<file path="config.mk">
export PLATFORM = sky130hd
export DESIGN_NAME = uart_echo_top
export DESIGN_NICKNAME = d
export VERILOG_FILES = /design/src/rtl/uart_pkg.sv /design/src/rtl/uart_baud_gen.sv /design/src/rtl/uart_echo_top.sv
export SDC_FILE = /design/constraint.sdc
export NUM_CORES = 1
export LEC_CHECK = 0
export ABC_AREA = 1
export BUFFER_PORTS_ARGS = -buffer_cell sky130_fd_sc_hd__buf_2
export CORE_MARGIN = 8
export CORE_UTILIZATION = 30
export CTS_BUF_LIST = sky130_fd_sc_hd__clkbuf_4 sky130_fd_sc_hd__clkbuf_8
export CTS_CLUSTER_DIAMETER = 60
export DETAILED_ROUTE_END_ITERATION = 7
export PLACE_DENSITY = 0.54
export SYNTH_ARGS = -nofsm -noshare
export SYNTH_HDL_FRONTEND = slang
export SYNTH_SLANG_ARGS = --single-unit
export TNS_END_PERCENT = 1
</file>
<file path="constraint.sdc">
create_clock -name clk -period 3.7 [get_ports clk]
set_input_delay 0.555 -clock clk [delete_from_list [all_inputs] [get_ports clk]]
set_output_delay 0.555 -clock clk [all_outputs]
set_load 0.01 [all_outputs]
</file>
<file path="src/rtl/uart_pkg.sv">
// Shared UART types and constants: FSM state encodings, frame width and
// oversampling tick positions used by the echo block.
package uart_pkg;

    localparam int unsigned DATA_BITS      = 8;
    localparam int unsigned OVERSAMPLE_DEF = 16;
    localparam int unsigned MID            = OVERSAMPLE_DEF / 2 - 1;
    localparam int unsigned LAST           = OVERSAMPLE_DEF - 1;

    localparam logic [1:0] ST_IDLE  = 2'd0;
    localparam logic [1:0] ST_START = 2'd1;
    localparam logic [1:0] ST_DATA  = 2'd2;
    localparam logic [1:0] ST_STOP  = 2'd3;

    typedef enum logic [1:0] {
        RX_IDLE  = ST_IDLE,
        RX_START = ST_START,
        RX_DATA  = ST_DATA,
        RX_STOP  = ST_STOP
    } rx_state_t;

    typedef enum logic [1:0] {
        TX_IDLE  = ST_IDLE,
        TX_START = ST_START,
        TX_DATA  = ST_DATA,
        TX_STOP  = ST_STOP
    } tx_state_t;

    // Tick index of the mid-start sample and of the last tick of a bit.
    function automatic int unsigned tick_mid(input int unsigned os);
        return os / 2 - 1;
    endfunction

    function automatic int unsigned tick_last(input int unsigned os);
        return os - 1;
    endfunction

endpackage

</file>
<file path="src/rtl/uart_baud_gen.sv">
// Free-running oversampling tick generator: one-clock pulse every
// CLK_FREQ/(BAUD_RATE*OVERSAMPLE) clocks, shared by RX and TX.
module uart_baud_gen #(
    parameter int unsigned CLK_FREQ   = 100_000_000,
    parameter int unsigned BAUD_RATE  = 9600,
    parameter int unsigned OVERSAMPLE = 16
) (
    input  logic clk_i,
    input  logic rst_ni,
    output logic tick_o
);

    localparam int unsigned DIV = CLK_FREQ / (BAUD_RATE * OVERSAMPLE);
    localparam int unsigned CW  = (DIV > 1) ? $clog2(DIV) : 1;
    localparam logic [CW-1:0] DIV_LAST = CW'(DIV - 1);

    logic [CW-1:0] cnt_q, cnt_d;
    logic          tick_q, tick_d;

    always_comb begin
        tick_d = (cnt_q == DIV_LAST);
        cnt_d  = tick_d ? '0 : cnt_q + 1'b1;
    end

    always_ff @(posedge clk_i) begin
        if (!rst_ni) begin
            cnt_q  <= '0;
            tick_q <= 1'b0;
        end else begin
            cnt_q  <= cnt_d;
            tick_q <= tick_d;
        end
    end

    assign tick_o = tick_q;

endmodule

</file>
<file path="src/rtl/uart_echo_top.sv">
// UART 8N1 loopback: oversampling receiver -> echo FIFO -> transmitter.
// Define UART_FRAME_CHECK_EN to drop bytes whose stop bit samples low.
module uart_echo_top
    import uart_pkg::*;
#(
    parameter int unsigned CLK_FREQ   = 100_000_000,
    parameter int unsigned BAUD_RATE  = 9600,
    parameter int unsigned OVERSAMPLE = 16,
    parameter int unsigned FIFO_DEPTH = 4
) (
    input  logic clk,
    input  logic rst,
    input  logic rx,
    output logic tx
);

    localparam int unsigned TW = $clog2(OVERSAMPLE);
    localparam logic [TW-1:0] T_MID  = TW'(tick_mid(OVERSAMPLE));
    localparam logic [TW-1:0] T_LAST = TW'(tick_last(OVERSAMPLE));
    localparam int unsigned BW = $clog2(DATA_BITS);
    localparam logic [BW-1:0] LAST_BIT = BW'(DATA_BITS - 1);
    localparam int unsigned AW = $clog2(FIFO_DEPTH);
    localparam int unsigned CW = $clog2(FIFO_DEPTH + 1);
    localparam logic [CW-1:0] FULL_CNT = CW'(FIFO_DEPTH);

    logic tick;

    uart_baud_gen #(
        .CLK_FREQ  (CLK_FREQ),
        .BAUD_RATE (BAUD_RATE),
        .OVERSAMPLE(OVERSAMPLE)
    ) u_baud (
        .clk_i (clk),
        .rst_ni(rst),
        .tick_o(tick)
    );

    // ---------------- receiver ----------------
    logic                 rx_s1_q, rx_s2_q;
    rx_state_t            rx_state_q, rx_state_d;
    logic [TW-1:0]        rx_tick_q, rx_tick_d;
    logic [BW-1:0]        rx_bit_q, rx_bit_d;
    logic [DATA_BITS-1:0] rx_shift_q, rx_shift_d;
    logic                 rx_hold_q, rx_hold_d;
    logic                 push;

    always_comb begin
        rx_state_d = rx_state_q;
        rx_tick_d  = rx_tick_q;
        rx_bit_d   = rx_bit_q;
        rx_shift_d = rx_shift_q;
        rx_hold_d  = rx_hold_q;
        push       = 1'b0;
        case (rx_state_q)
            RX_IDLE: begin
                if (rx_hold_q) begin
                    if (rx_s2_q) rx_hold_d = 1'b0;
                end else if (!rx_s2_q) begin
                    rx_tick_d  = '0;
                    rx_state_d = RX_START;
                end
            end
            RX_START: if (tick) begin
                if (rx_tick_q == T_MID) begin
                    rx_tick_d  = '0;
                    rx_bit_d   = '0;
                    rx_state_d = rx_s2_q ? RX_IDLE : RX_DATA;
                end else begin
                    rx_tick_d = rx_tick_q + 1'b1;
                end
            end
            RX_DATA: if (tick) begin
                if (rx_tick_q == T_LAST) begin
                    rx_tick_d  = '0;
                    rx_shift_d = {rx_s2_q, rx_shift_q[DATA_BITS-1:1]};
                    rx_bit_d   = rx_bit_q + 1'b1;
                    if (rx_bit_q == LAST_BIT) rx_state_d = RX_STOP;
                end else begin
                    rx_tick_d = rx_tick_q + 1'b1;
                end
            end
            RX_STOP: if (tick) begin
                if (rx_tick_q == T_LAST) begin
                    rx_tick_d  = '0;
                    rx_state_d = RX_IDLE;
`ifdef UART_FRAME_CHECK_EN
                    if (rx_s2_q) push = 1'b1;
                    else         rx_hold_d = 1'b1;
`else
                    push = 1'b1;
`endif
                end else begin
                    rx_tick_d = rx_tick_q + 1'b1;
                end
            end
            default: rx_state_d = RX_IDLE;
        endcase
    end

    always_ff @(posedge clk) begin
        if (!rst) begin
            rx_s1_q    <= 1'b1;
            rx_s2_q    <= 1'b1;
            rx_state_q <= RX_IDLE;
            rx_tick_q  <= '0;
            rx_bit_q   <= '0;
            rx_shift_q <= '0;
            rx_hold_q  <= 1'b0;
        end else begin
            rx_s1_q    <= rx;
            rx_s2_q    <= rx_s1_q;
            rx_state_q <= rx_state_d;
            rx_tick_q  <= rx_tick_d;
            rx_bit_q   <= rx_bit_d;
            rx_shift_q <= rx_shift_d;
            rx_hold_q  <= rx_hold_d;
        end
    end

    // ---------------- echo FIFO ----------------
    logic [DATA_BITS-1:0] mem_q [FIFO_DEPTH];
    logic [AW-1:0]        wr_ptr_q, rd_ptr_q;
    logic [CW-1:0]        fifo_cnt_q, fifo_cnt_d;
    logic                 push_ok, pop, fifo_empty;
    logic [DATA_BITS-1:0] fifo_head;

    assign fifo_empty = (fifo_cnt_q == '0);
    assign fifo_head  = mem_q[rd_ptr_q];
    assign push_ok    = push && (fifo_cnt_q != FULL_CNT);

    always_comb begin
        fifo_cnt_d = fifo_cnt_q;
        if (push_ok && !pop)      fifo_cnt_d = fifo_cnt_q + 1'b1;
        else if (!push_ok && pop) fifo_cnt_d = fifo_cnt_q - 1'b1;
    end

    always_ff @(posedge clk) begin
        if (!rst) begin
            wr_ptr_q   <= '0;
            rd_ptr_q   <= '0;
            fifo_cnt_q <= '0;
        end else begin
            if (push_ok) wr_ptr_q <= wr_ptr_q + 1'b1;
            if (pop)     rd_ptr_q <= rd_ptr_q + 1'b1;
            fifo_cnt_q <= fifo_cnt_d;
        end
    end

    always_ff @(posedge clk) begin
        if (rst && push_ok) mem_q[wr_ptr_q] <= rx_shift_q;
    end

    // ---------------- transmitter ----------------
    tx_state_t            tx_state_q, tx_state_d;
    logic [TW-1:0]        tx_tick_q, tx_tick_d;
    logic [BW-1:0]        tx_bit_q, tx_bit_d;
    logic [DATA_BITS-1:0] tx_shift_q, tx_shift_d;
    logic                 tx_q, tx_d;

    always_comb begin
        tx_state_d = tx_state_q;
        tx_tick_d  = tx_tick_q;
        tx_bit_d   = tx_bit_q;
        tx_shift_d = tx_shift_q;
        tx_d       = tx_q;
        pop        = 1'b0;
        case (tx_state_q)
            TX_IDLE: begin
                tx_d = 1'b1;
                if (!fifo_empty) begin
                    pop        = 1'b1;
                    tx_shift_d = fifo_head;
                    tx_tick_d  = '0;
                    tx_d       = 1'b0;
                    tx_state_d = TX_START;
                end
            end
            TX_START: if (tick) begin
                if (tx_tick_q == T_LAST) begin
                    tx_tick_d  = '0;
                    tx_bit_d   = '0;
                    tx_d       = tx_shift_q[0];
                    tx_state_d = TX_DATA;
                end else begin
                    tx_tick_d = tx_tick_q + 1'b1;
                end
            end
            TX_DATA: if (tick) begin
                if (tx_tick_q == T_LAST) begin
                    tx_tick_d = '0;
                    if (tx_bit_q == LAST_BIT) begin
                        tx_d       = 1'b1;
                        tx_state_d = TX_STOP;
                    end else begin
                        tx_bit_d   = tx_bit_q + 1'b1;
                        tx_shift_d = tx_shift_q >> 1;
                        tx_d       = tx_shift_q[1];
                    end
                end else begin
                    tx_tick_d = tx_tick_q + 1'b1;
                end
            end
            TX_STOP: if (tick) begin
                if (tx_tick_q == T_LAST) begin
                    tx_tick_d = '0;
                    // Chain straight into the next start bit to keep pace with back-to-back RX.
                    if (!fifo_empty) begin
                        pop        = 1'b1;
                        tx_shift_d = fifo_head;
                        tx_d       = 1'b0;
                        tx_state_d = TX_START;
                    end else begin
                        tx_state_d = TX_IDLE;
                    end
                end else begin
                    tx_tick_d = tx_tick_q + 1'b1;
                end
            end
            default: tx_state_d = TX_IDLE;
        endcase
    end

    always_ff @(posedge clk) begin
        if (!rst) begin
            tx_state_q <= TX_IDLE;
            tx_tick_q  <= '0;
            tx_bit_q   <= '0;
            tx_shift_q <= '0;
            tx_q       <= 1'b1;
        end else begin
            tx_state_q <= tx_state_d;
            tx_tick_q  <= tx_tick_d;
            tx_bit_q   <= tx_bit_d;
            tx_shift_q <= tx_shift_d;
            tx_q       <= tx_d;
        end
    end

    assign tx = tx_q;

endmodule

</file>
[Yosys cells after proc, flatten, opt, wreduce, memory -nomap -nowiden]
Memory sizes are Yosys's and may differ from the RTL's. A register that Yosys moved wholly into a read port is not among the register bits.
Cells that the tools add are included.
Storage, ports and cells
  input bits: 3
  register bits: 56
  output and inout port bits: 1
  bits in writable memories: 32
  memories: 1
  word-level logic and storage cells: 162
Memories
  mem_q: depth 4, bits a word 8, read ports 1, clocked after Yosys merged registers in 1, wr ports 1, RTL line uart_echo_top.sv:121  | logic [DATA_BITS-1:0] mem_q [FIFO_DEPTH];
Cells by class
  multiplexer cells: 75
  bitwise gates (word level): 1
  add/sub/neg operators: 9
  eq/ne operators: 34
  reduce and logical (&&, ||, !) cells: 25
Operator list (count)
  two-way mux 8 bit: 6
  two-way mux 2 bit: 20
  two-way mux 4 bit: 9
  two-way mux 3 bit: 11
  != test 2 bit (second input constant): 13
  one-hot mux 8 bit (3 select lines): 1
  two-way mux 1 bit: 20
  != test 2 x 1 -> 1 bit (second input constant): 8
  one-hot mux 2 bit (4 select lines): 2
  one-hot mux 3 bit (2 select lines): 2
  one-hot mux 4 bit (3 select lines): 1
  AND reduction 6 bit: 2
  adder 10 x 1 -> 10 bit (second input constant): 1
  == test 10 bit (second input constant): 1
  adder 3 x 1 -> 3 bit (second input constant): 3
  AND reduction 9 bit: 1
  adder 4 x 1 -> 4 bit (second input constant): 2
  == test 2 bit (second input constant): 4
  == test 4 bit (second input constant): 2
  one-hot mux 4 bit (2 select lines): 1
  AND reduction 8 bit: 1
  AND reduction 7 bit: 1
  == test 3 bit (second input constant): 2
  nonzero test 2 bit: 3
  other kinds (19): 27

[Depth between registers and ports, before layout]
Gate-level depths: netlist of run 1.
  word-level depth: 9
  mapped depth: 13
  depth with buffers taken out: 13

[By module]
A second synthesis of run 1 with hierarchy kept.
Unflattened totals
  cells, all modules: 518
  area total of the unflattened synthesis: 4284.1 um2
By module, submodules not included
  uart_echo_top: sequential area each 1901.8 um2, area an instance 3758.6 um2, times used 1, cells each 452
  uart_baud_gen: sequential area each 220.2 um2, area an instance 525.5 um2, times used 1, cells each 66

[Worst setup path after synthesis of run 1]
Ideal clock, no wire load.
  kind: reg-to-reg
  start: reg tx_state_q[0]
  end: reg fifo_cnt_q[1]
  path buffers: 0
  stages on the path, launching flop included: 10
  path slack: 1.684 ns
  data required time: 3.580 ns
  period minus slack after synthesis: 2.016 ns
  setup time: 0.120 ns
  data arrival time: 1.896 ns
  cell sequence: dfxtp_1 -> ha_1 -> nand2_1 -> o21ai_1 -> nand2_1 -> ha_1 -> inv_1 -> fa_1 -> o21ai_0 -> a21oi_1
On the way
  word-level cells in the longest chain between the ends: 5
  elaborated cells between the ends (all ways): 8
  those cells by class: 1 x eq/ne; 2 x mux; 5 x reduce/logical
RTL lines
  start: declaration: RTL line uart_echo_top.sv:154  | tx_state_t tx_state_q, tx_state_d;
  start signal: assignment: RTL line uart_echo_top.sv:231  | tx_state_q <= tx_state_d;
  == test 2 bit or zero test 2 bit (tied branches): RTL line uart_echo_top.sv:167  | case (tx_state_q)
  one-hot mux 1 bit (2 select lines) (*): RTL line uart_echo_top.sv:167
  zero test 1 bit (*): RTL line uart_echo_top.sv:133  | if (push_ok && !pop) fifo_cnt_d = fifo_cnt_q + 1'b1;
  logical AND 1 bit (*): RTL line uart_echo_top.sv:133
  two-way mux 3 bit (*): RTL line uart_echo_top.sv:133
  net fifo_cnt_d[1]: RTL line uart_echo_top.sv:123  | logic [CW-1:0] fifo_cnt_q, fifo_cnt_d;
  end signal: assignment: RTL line uart_echo_top.sv:145  | fifo_cnt_q <= fifo_cnt_d;
  end: declaration: RTL line uart_echo_top.sv:123
Mark *: on every way through the listed nets, which the timed path passes. The rest lies on a longest branch.
A chain may end at the register's enable or synchronous reset.

[Final worst setup path of run 1]
  start: reg tx_state_q[0]
  end: reg tx_shift_q[3]
On the way
  word-level cells in the longest chain between the ends: 3
  elaborated cells between the ends (all ways): 11
  those cells by class: 7 x eq/ne; 1 x mux; 3 x reduce/logical
RTL lines
  == test 2 bit or zero test 2 bit (tied branches): RTL line uart_echo_top.sv:167
  != test 2 bit (no source line), or another cell as far along
  AND reduction 6 bit (no source line)
  end signal: assignment: RTL line uart_echo_top.sv:234  | tx_shift_q <= tx_shift_d;
  end: declaration: RTL line uart_echo_top.sv:157  | logic [DATA_BITS-1:0] tx_shift_q, tx_shift_d;
Parallel ways exist; a longest one is shown, timed or not.

==> results of run 1 <==
## area by class of cell
cell class / instances / area share [%]
Clock inverter: 6 / 1.62
Timing Repair Buffer: 4 / 0.503
Inverter: 49 / 4.11
Clock buffer: 10 / 2.93
Sequential cell: 90 / 47.4
Multi-Input combinational cell: 350 / 38.5
Tap cell: 176 / 4.92
## registers in the layout (all words and copies together), names as in the netlist, named ones only
signal / cells
mem_q: 32
u_baud.cnt_q: 10
rx_shift_q: 8
tx_shift_q: 8
rx_tick_q: 4
tx_tick_q: 4
fifo_cnt_q: 3
rx_bit_q: 3
tx_bit_q: 3
rd_ptr_q: 2
tx_state_q: 2
wr_ptr_q: 2
rx_hold_q: 1
rx_s1_q: 1
rx_s2_q: 1
rx_state_q: 1
tx: 1
u_baud.tick_o: 1
## path summary, 6_finish.rpt
kind                 startpoint       endpoint  slack (ns)  depth (start not counted)
setup / recovery  tx_state_q[0]  tx_shift_q[3]        1.41                         10
hold / removal               rx        rx_s1_q        0.38                          2
setup reg to reg  tx_state_q[0]  tx_shift_q[3]        1.41                         10
hold reg to reg         rx_s1_q        rx_s2_q        0.43                          1
## cell usage in the layout (no fill, tap or decap), types with 9 or more instances in the layout
cell | netlist | routed
a21oi_1 | 31 | 31
clkbuf_8 | 0 | 9
dfxtp_1 | 58 | 58
edfxtp_1 | 32 | 32
ha_1 | 19 | 19
inv_1 | 44 | 44
nand2_1 | 96 | 96
nand3_1 | 30 | 30
nor2_1 | 94 | 94
o21ai_0 | 32 | 32
o21ai_1 | 15 | 15
## through the flow
stage	utilization [%]	hold slack [ns]	instances	area, um2	power [mW]
3_3_place_gp	32.2	0.398	669	4280	1.82
2_1_floorplan	-	0.393	500	4100	1.71
3_5_place_dp	32.2	0.402	669	4280	1.83
4_1_cts	33.7	0.349	685	4480	2.52
6_report	33.7	0.376	685	4480	2.49
5_1_grt	33.7	0.344	685	4480	2.68
## layer usage
layer / vias up / track usage [%]
li1: 1646 / -
met1: 1406 / 11.1
met2: 46 / 15.3
met3: 4 / 2.91
met4: 0 / 2.65
met5: - / 0
## cell families (layout without fill, tap and decap cells)
logic type      count (synthesis)  after routing  synth area share (%)
simple gates                  244            244                  24.7
compound gates                 84             84                  10.7
buf+inv                        60             69                  6.13
flops                          90             90                  51.8
fa+ha+maj                      20             20                  6.29
xor+xnor                        2              2                 0.427
## worst max-delay path, stage by stage (launching register included)
cell and delay [ns]:
dfxtp_1 0.46, inv_1 0.13, ha_1 0.37, inv_2 0.23, nand2_1 0.10, nand2_1 0.09, nand2_1 0.07, nor2_2 0.36
inv_1 0.19, nor2_1 0.13, nor2_1 0.06
## power groups by stage
stage	Clock (mW)	Combinational [mW]	Sequential (mW)
after CTS	0.716	0.644	1.16
after floorplan	0	0.561	1.15
final	0.690	0.639	1.16
after global placement	0	0.635	1.18
after global routing	0.759	0.747	1.18
after detailed placement	0	0.641	1.19
==> flow_metrics.tcl, run 1 <==
set metrics [dict create \
    place_hpwl_mm 5.49 \
    synth_edf_count 32 \
    ir_drop_mv 0.278 \
    syn_inst 500 \
    wl_met3_um 311 \
    dr.max_layer_used "met4" \
    synth_area_um2 4100 \
    p_int_mw 1.64 \
    clkTransAtPathRegs_ns 0.09 \
    cp_max_fo 13 \
    slew_headroom_pct 46.7 \
    wl_per_cell_um 11.4 \
    cp-end-kind "flop" \
    setup_violations 0 \
    p_comb_share_pct 25.6 \
    drt-met1-wl_mm 3.76 \
    cap_violations 0 \
    cts_tree "built" \
    grt_pass1_wl_mm 13.3 \
    clk_path_buf_depth 2 \
    p_seq_share_pct 46.7 \
    yosysUniqueCellTypes 33 \
    ys_seq_area_share_pct 51.8 \
    grt_pass1_vias 2915 \
    critical_path_class "reg2reg" \
    powerDensity_nw_per_um2 556 \
    avgSynthCellArea_um2 8.20 \
    max_slew.worst_pin.slew_ns 0.797 \
    synthArstFlopShare_pct 0 \
    multi_input_area_um2 1730 \
    synth-warning-count 0 \
    drcViolationCount 0 \
    antenna_found_initial 0 \
    status "finished, final reports clean" \
    port_buffers 3 \
    grt_start_max_net_pins 33 \
    tns_ns 0 \
    period_share_pct 61.8 \
    n_antenna_cell 0 \
    p_switching_uw 853 \
    power_leakage_nw 1.86 \
    io_pins 4 \
    fin_ws_ns 1.41 \
    drtIter0Drc 195 \
    max_freq_ghz 0.437 \
    first_pass_iters 5 \
    min_period_ns 2.29 \
    rsz0062_at_grt "no" \
    synth_top_area_share_pct 28.3 \
    yosysMostFrequentCell "nand2_1" \
    cp-start-kind "flop" \
    gr-total-overflow 0 \
    dr_wl_met2_mm 3.70 \
    cts_setup_buffers 0 \
    seq_area_um2 2120 \
    root_buffer "clkbuf_8" \
    die_x_um 133 \
    die_h_um 133 \
    post_cts_resized 0 \
    track_usage_pct 9.19 \
    skew_ns 0.0110 \
    synthTopCellsByCount "nand2_1, nor2_1, dfxtp_1, inv_1" \
    clock_sinks 90 \
    routed_wl_mm 7.82 \
    syn_nets 523 \
    synth_seq_cells 90 \
    htreeDepth 3 \
    critPathArrivalTime_ns 2.54 \
    finalHoldViolCount 0 \
    synth_area_leaders "dfxtp_1, edfxtp_1, nand2_1" \
    antenna_left 0 \
    layout-drive-gt1-share_pct 7.47 \
    fillers 1346 \
    clk_latency_ns 0.36 \
    drv_slew 0 \
    required_ns 3.95 \
    hold_buffers 0 \
    core_um2 13300 \
    fp-row-count 42 \
    vias 3102 \
    synth_top_cell_by_area "dfxtp_1" \
    viasPerCell 4.53 \
    post-place-ws_ns 1.42 \
    cts_made_buffers 9 \
    gp_congestion 0.798 \
    sw_frac_of_total_pct 34.2 \
    fin_nets 527 \
    power.share.clock_pct 27.7 \
    synth_ff_type "dfxtp_1" \
    die-area_um2 17700 \
    initial_utilization_pct 30.8 \
    hold_class "in2reg" \
    areaGrowthSynthToFinish_pct 9.25 \
]
(Power assumes the default switching activity.)
==> inputs of run 2 (changes only) <==
==> constraint.sdc (replaced) <==
create_clock -name clk -period 2.25 [get_ports clk]
set_input_delay 0.3375 -clock clk [delete_from_list [all_inputs] [get_ports clk]]
set_output_delay 0.3375 -clock clk [all_outputs]
set_load 0.01 [all_outputs]
==> run 2 against run 1 <==
Net effect: global-route usage increased by 0.25 points; flip-flop and latch count unchanged; maximum frequency increased by 11%; clock-buffer cell count unchanged; combinational power increased by 80%; setup slack got worse by 1.2 ns; die area unchanged; core utilization increased by 1.1 points; total power increased by 72%; worst hold slack got worse by 0.21 ns; cell count increased by 1.6%; critical path depth decreased by 1; largest power group unchanged; highest routed layer unchanged.
==> flow_metrics.tcl, run 2 (synthesized netlist as in run 1, its figures left out) <==
set metrics [dict create \
    vias 3173 \
    largest_reg_flops 32 \
    required_ns 2.49 \
    wl_per_cell_um 11.5 \
    final_cell_mix "nand2_1, nor2_1, dfxtp_1" \
    drcViolationCount 0 \
    reg_top3 "mem_q: 32 flops, u_baud.cnt_q: 10 flops" \
    antenna_left 0 \
    p_int_mw 2.86 \
    n_antenna_cell 0 \
    viasPerCell 4.56 \
    status "finished, final reports clean" \
    cp.depth 9 \
    die-area_um2 17700 \
    drv_slew 0 \
    clock_sinks 90 \
    worstHoldPathCells 2 \
    die_h_um 133 \
    slew_headroom_pct 63.4 \
    track_usage_pct 9.44 \
    htreeDepth 3 \
    sw_frac_of_total_pct 33.3 \
    antenna_found_initial 0 \
    seq_area_um2 2140 \
    gr-total-overflow 0 \
    cap_violations 0 \
    powerDensity_nw_per_um2 927 \
    grt_pass1_wl_mm 13.8 \
    layout-drive-gt1-share_pct 11.9 \
    tns_ns 0 \
    crit_slowest_cell "fa_1" \
    cp_max_fo 4 \
    p_comb_share_pct 26.8 \
    cpPeakStageDelay_ns 0.42 \
    fin_nets 538 \
    grt_start_max_net_pins 20 \
    min_period_ns 2.06 \
    post-place-ws_ns 0.0556 \
    clk_latency_ns 0.35 \
    final_common_cell "nand2_1" \
    hold_buffers 0 \
    first_pass_iters 4 \
    period_share_pct 91.4 \
    clk_path_buf_depth 2 \
    p_switching_mw 1.43 \
    critical_path_class "reg2reg" \
    place_hpwl_mm 5.59 \
    fin_ws_ns 0.194 \
    crit_chain "ha_2 -> nand4_1 -> o21ai_2 -> nand2_2 -> ha_1 -> inv_1 -> fa_1 -> o21ai_0 -> a21oi_1" \
    gp_congestion 0.830 \
    io_pins 4 \
    power_leakage_nw 1.93 \
    max_freq_ghz 0.486 \
    post_cts_resized 0 \
    fp-row-count 42 \
    finalHoldViolCount 0 \
    core_um2 13300 \
    cts_tree "built" \
    hold_class "in2reg" \
    crit_family "adder cells" \
    rsz0062_at_grt "no" \
    root_buffer "clkbuf_8" \
    cts_made_buffers 9 \
    skew_ns 0.0107 \
    max_slew.worst_pin.slew_ns 0.548 \
    setup_violations 0 \
    grt_pass1_vias 3008 \
    die_x_um 133 \
    multi_input_area_um2 1750 \
    cp_num_buf_inv 1 \
    regMostFlops "mem_q" \
    critPathArrivalTime_ns 2.29 \
    cts_setup_buffers 0 \
    drtIter0Drc 258 \
    p_seq_share_pct 44.1 \
    fillers 1394 \
    areaGrowthSynthToFinish_pct 12.8 \
    port_buffers 3 \
    cp-start-kind "flop" \
    ir_drop_mv 0.298 \
    power.share.clock_pct 29.0 \
    routed_wl_mm 7.99 \
    r2r_cells 9 \
    initial_utilization_pct 30.8 \
    cp-end-kind "flop" \
    clkTransAtPathRegs_ns 0.09 \
]
[run 2: cell types whose count changed in the layout (fill, tap and decap cells not counted), moves of 2 or more]
cell / change
ha_1: -2
dfxtp_4: +2
dfxtp_1: -9
buf_4: +11
dfxtp_2: +7
inv_6: -2
[run 2: final timing paths]
path / start / end / slack, ns
worst min register to register: rx_s1_q / rx_s2_q / 0.43
worst max register to register: tx_tick_q[0] / fifo_cnt_q[1] / 0.19
worst max-delay path: tx_tick_q[0] / fifo_cnt_q[1] / 0.19
worst min-delay path: rx / rx_s1_q / 0.16
[run 2: per-layer routing]
layer  track usage [%]  routed length [um]
met4              2.84                  32
met5                 0                   0
met2              15.7                3820
met3              2.42                 158
met1              11.7                3980
[run 2: area by class of cell]
type / instances / area share [%]
Clock buffer: 10 / 2.84
Clock inverter: 6 / 2.11
Inverter: 49 / 3.98
Multi-Input combinational cell: 350 / 37.8
Sequential cell: 90 / 46.2
Tap cell: 176 / 4.76
Timing Repair Buffer: 15 / 2.27
[run 2: metrics by stage]
stage | area, um2 | hold slack [ns] | power (mW) | cells | util [%]
6_report | 4620 | 0.162 | 4.29 | 696 | 34.8
3_5_place_dp | 4360 | 0.406 | 3.06 | 680 | 32.8
3_3_place_gp | 4360 | 0.404 | 3.04 | 680 | 32.8
2_1_floorplan | 4100 | 0.393 | 2.82 | 500 | -
5_1_grt | 4620 | 0.139 | 4.60 | 696 | 34.8
4_1_cts | 4590 | 0.140 | 4.31 | 696 | 34.5
[run 2: power groups by stage]
stage,sequential (mW),combinational (mW),clock (mW)
final,1.89,1.15,1.25
after global routing,1.91,1.34,1.35
after CTS,1.88,1.14,1.29
after detailed placement,1.92,1.14,0
after global placement,1.91,1.12,0
after floorplan,1.90,0.922,0
==> inputs of run 3 (changes only) <==
--- a/config.mk
+++ b/config.mk
@@ -8,11 +8,11 @@
 export ABC_AREA = 1
 export BUFFER_PORTS_ARGS = -buffer_cell sky130_fd_sc_hd__buf_2
 export CORE_MARGIN = 8
-export CORE_UTILIZATION = 30
+export CORE_UTILIZATION = 60
 export CTS_BUF_LIST = sky130_fd_sc_hd__clkbuf_4 sky130_fd_sc_hd__clkbuf_8
 export CTS_CLUSTER_DIAMETER = 60
 export DETAILED_ROUTE_END_ITERATION = 7
-export PLACE_DENSITY = 0.54
+export PLACE_DENSITY = 0.86
 export SYNTH_ARGS = -nofsm -noshare
 export SYNTH_HDL_FRONTEND = slang
 export SYNTH_SLANG_ARGS = --single-unit
==> run 3 against run 2 <==
Net effect: worst hold slack worse by 0.0040 ns; non-clock buffer count up 1; clock-buffer cell count down 1; first-iteration DRC count down 38%; via count up 2.4%; die area down 45%; critical path type unchanged; critical endpoint unchanged; largest cell class unchanged; highest routed layer unchanged.
==> flow_metrics.tcl, run 3 (synthesized netlist as in run 1, its figures left out) <==
set metrics [dict create \
    setup_violations 0 \
    clock_sinks 90 \
    drv_slew 0 \
    finalHoldViolCount 0 \
    largest_reg_flops 32 \
    fin_nets 539 \
    powerDensity_nw_per_um2 944 \
    period_share_pct 94.4 \
    routed_wl_mm 7.72 \
    clk_latency_ns 0.36 \
    cp_max_fo 4 \
    critical_path_class "reg2reg" \
    io_pins 4 \
    port_buffers 3 \
    root_buffer "clkbuf_8" \
    hold_class "in2reg" \
    final_cell_mix "nand2_1, nor2_1, dfxtp_1" \
    final_cells 601 \
    clk_path_buf_depth 2 \
    r2r_end "fifo_cnt_q[1]" \
    max_slew.worst_pin.slew_ns 0.518 \
    first_pass_iters 4 \
    core_um2 6720 \
    gp_congestion 0.911 \
    endpoint "fifo_cnt_q[1]" \
    skew_ns 0.0120 \
    grt_pass1_wl_mm 13.6 \
    holdWs_ns 0.158 \
    worstReg2RegStart "tx_tick_q[1]" \
    critPathArrivalTime_ns 2.38 \
    p_comb_share_pct 27.5 \
    drtIter0Drc 159 \
    grt_pass1_vias 3204 \
    placedCellCount 584 \
    vias 3248 \
    initial_utilization_pct 61.0 \
    die_x_um 98.7 \
    viasPerCell 5.40 \
    track_usage_pct 17.0 \
    max_freq_ghz 0.471 \
    p_int_mw 2.84 \
    fillers 509 \
    status "finished, final reports clean" \
    p_switching_mw 1.41 \
    p_seq_share_pct 44.7 \
    cp-start-kind "flop" \
    final_common_cell "nand2_1" \
    drcViolationCount 0 \
    crit_path_start "tx_tick_q[1]" \
    clkTransAtPathRegs_ns 0.09 \
    wl_per_cell_um 12.9 \
    required_ns 2.50 \
    layout-drive-gt1-share_pct 12.3 \
    post-place-ws_ns 0.106 \
    cp-end-kind "flop" \
    die-area_um2 9730 \
    antenna_left 0 \
    cts_tree "built" \
    regMostFlops "mem_q" \
    power.share.clock_pct 27.9 \
    min_period_ns 2.12 \
    place_hpwl_mm 5.37 \
    sw_frac_of_total_pct 33.2 \
    gr-total-overflow 0 \
    reg_top3 "mem_q: 32 flops, u_baud.cnt_q: 10 flops" \
    areaGrowthSynthToFinish_pct 9.67 \
    cap_violations 0 \
    die_h_um 98.7 \
    reg2reg_setup_slack_ns 0.13 \
    slew_headroom_pct 65.4 \
    r2r_cells 9 \
    htreeDepth 3 \
    fp-row-count 30 \
    cts_made_buffers 9 \
    n_antenna_cell 0 \
    power_leakage_nw 1.93 \
    ir_drop_mv 0.539 \
    worstHoldPathCells 2 \
    fin_ws_ns 0.126 \
    antenna_found_initial 0 \
    grt_start_max_net_pins 32 \
]
run 3: changes by cell type in the layout (fill, tap and decap cells not counted), sizes merged:
| cell | previous run | this run |
|---|---|---|
| clkinv | 2 | 1 |
| buf | 15 | 16 |
| clkbuf | 10 | 9 |
| inv | 51 | 53 |
run 3: final cells by class:
type / instances / area [um2] / area share [%]
timing repair buffer: 16 / 113 / 2.50
clock inverter: 7 / 90.1 / 2.00
sequential: 90 / 2140 / 47.5
clock buffer: 9 / 124 / 2.75
tap: 80 / 100 / 2.23
multi-input combinational: 350 / 1750 / 38.9
inverter: 49 / 184 / 4.09
run 3: power groups by stage:
stage                     Combinational (mW)  Sequential, mW  Clock, mW
after floorplan                        0.922            1.90          0
after global placement                  1.08            1.92          0
after detailed placement                1.13            1.92          0
after CTS                               1.15            1.89       1.21
after global routing                    1.35            1.91       1.27
final                                   1.17            1.90       1.18
run 3: stage by stage:
stage | TNS (ns) | utilization, % | power (mW) | area, um2
6_report | 0 | 66.9 | 4.24 | 4500
5_1_grt | -0.0203 | 66.9 | 4.53 | 4500
2_1_floorplan | 0 | - | 2.82 | 4100
4_1_cts | 0 | 66.3 | 4.25 | 4450
3_5_place_dp | 0 | 63.1 | 3.05 | 4240
3_3_place_gp | 0 | 63.1 | 3.00 | 4240
run 3: per-layer routing:
| metal | wire [um] | global-route usage [%] |
|---|---|---|
| met1 | 3440 | 18.8 |
| met3 | 351 | 4.93 |
| met4 | 100 | 6.02 |
| met5 | 0 | 0 |
| met2 | 3830 | 30.1 |
run 3: how the worst min path moves through the flow:
stage               endpoint  slack [ns]    start
floorplan            rx_s2_q        0.39  rx_s1_q
global placement     rx_s2_q        0.40  rx_s1_q
detailed placement   rx_s2_q        0.41  rx_s1_q
CTS                  rx_s1_q        0.14       rx
global route         rx_s1_q        0.13       rx
finish               rx_s1_q        0.16       rx
run 3: repair_timing:
item | CTS | global route
hold buffers | 0 | 0
resized for setup | 0 | 17
buffers inserted | 0 | 1
setup endpoints to repair | 0 | 2
run 3: critical path: stages, from the launching register on:
cell and delay (ns):
dfxtp_1 0.36, ha_2 0.22, nand4_1 0.16, o21ai_2 0.19, nand2_1 0.10, ha_1 0.20
inv_1 0.10, fa_2 0.44, o21ai_0 0.18, a21oi_1 0.06
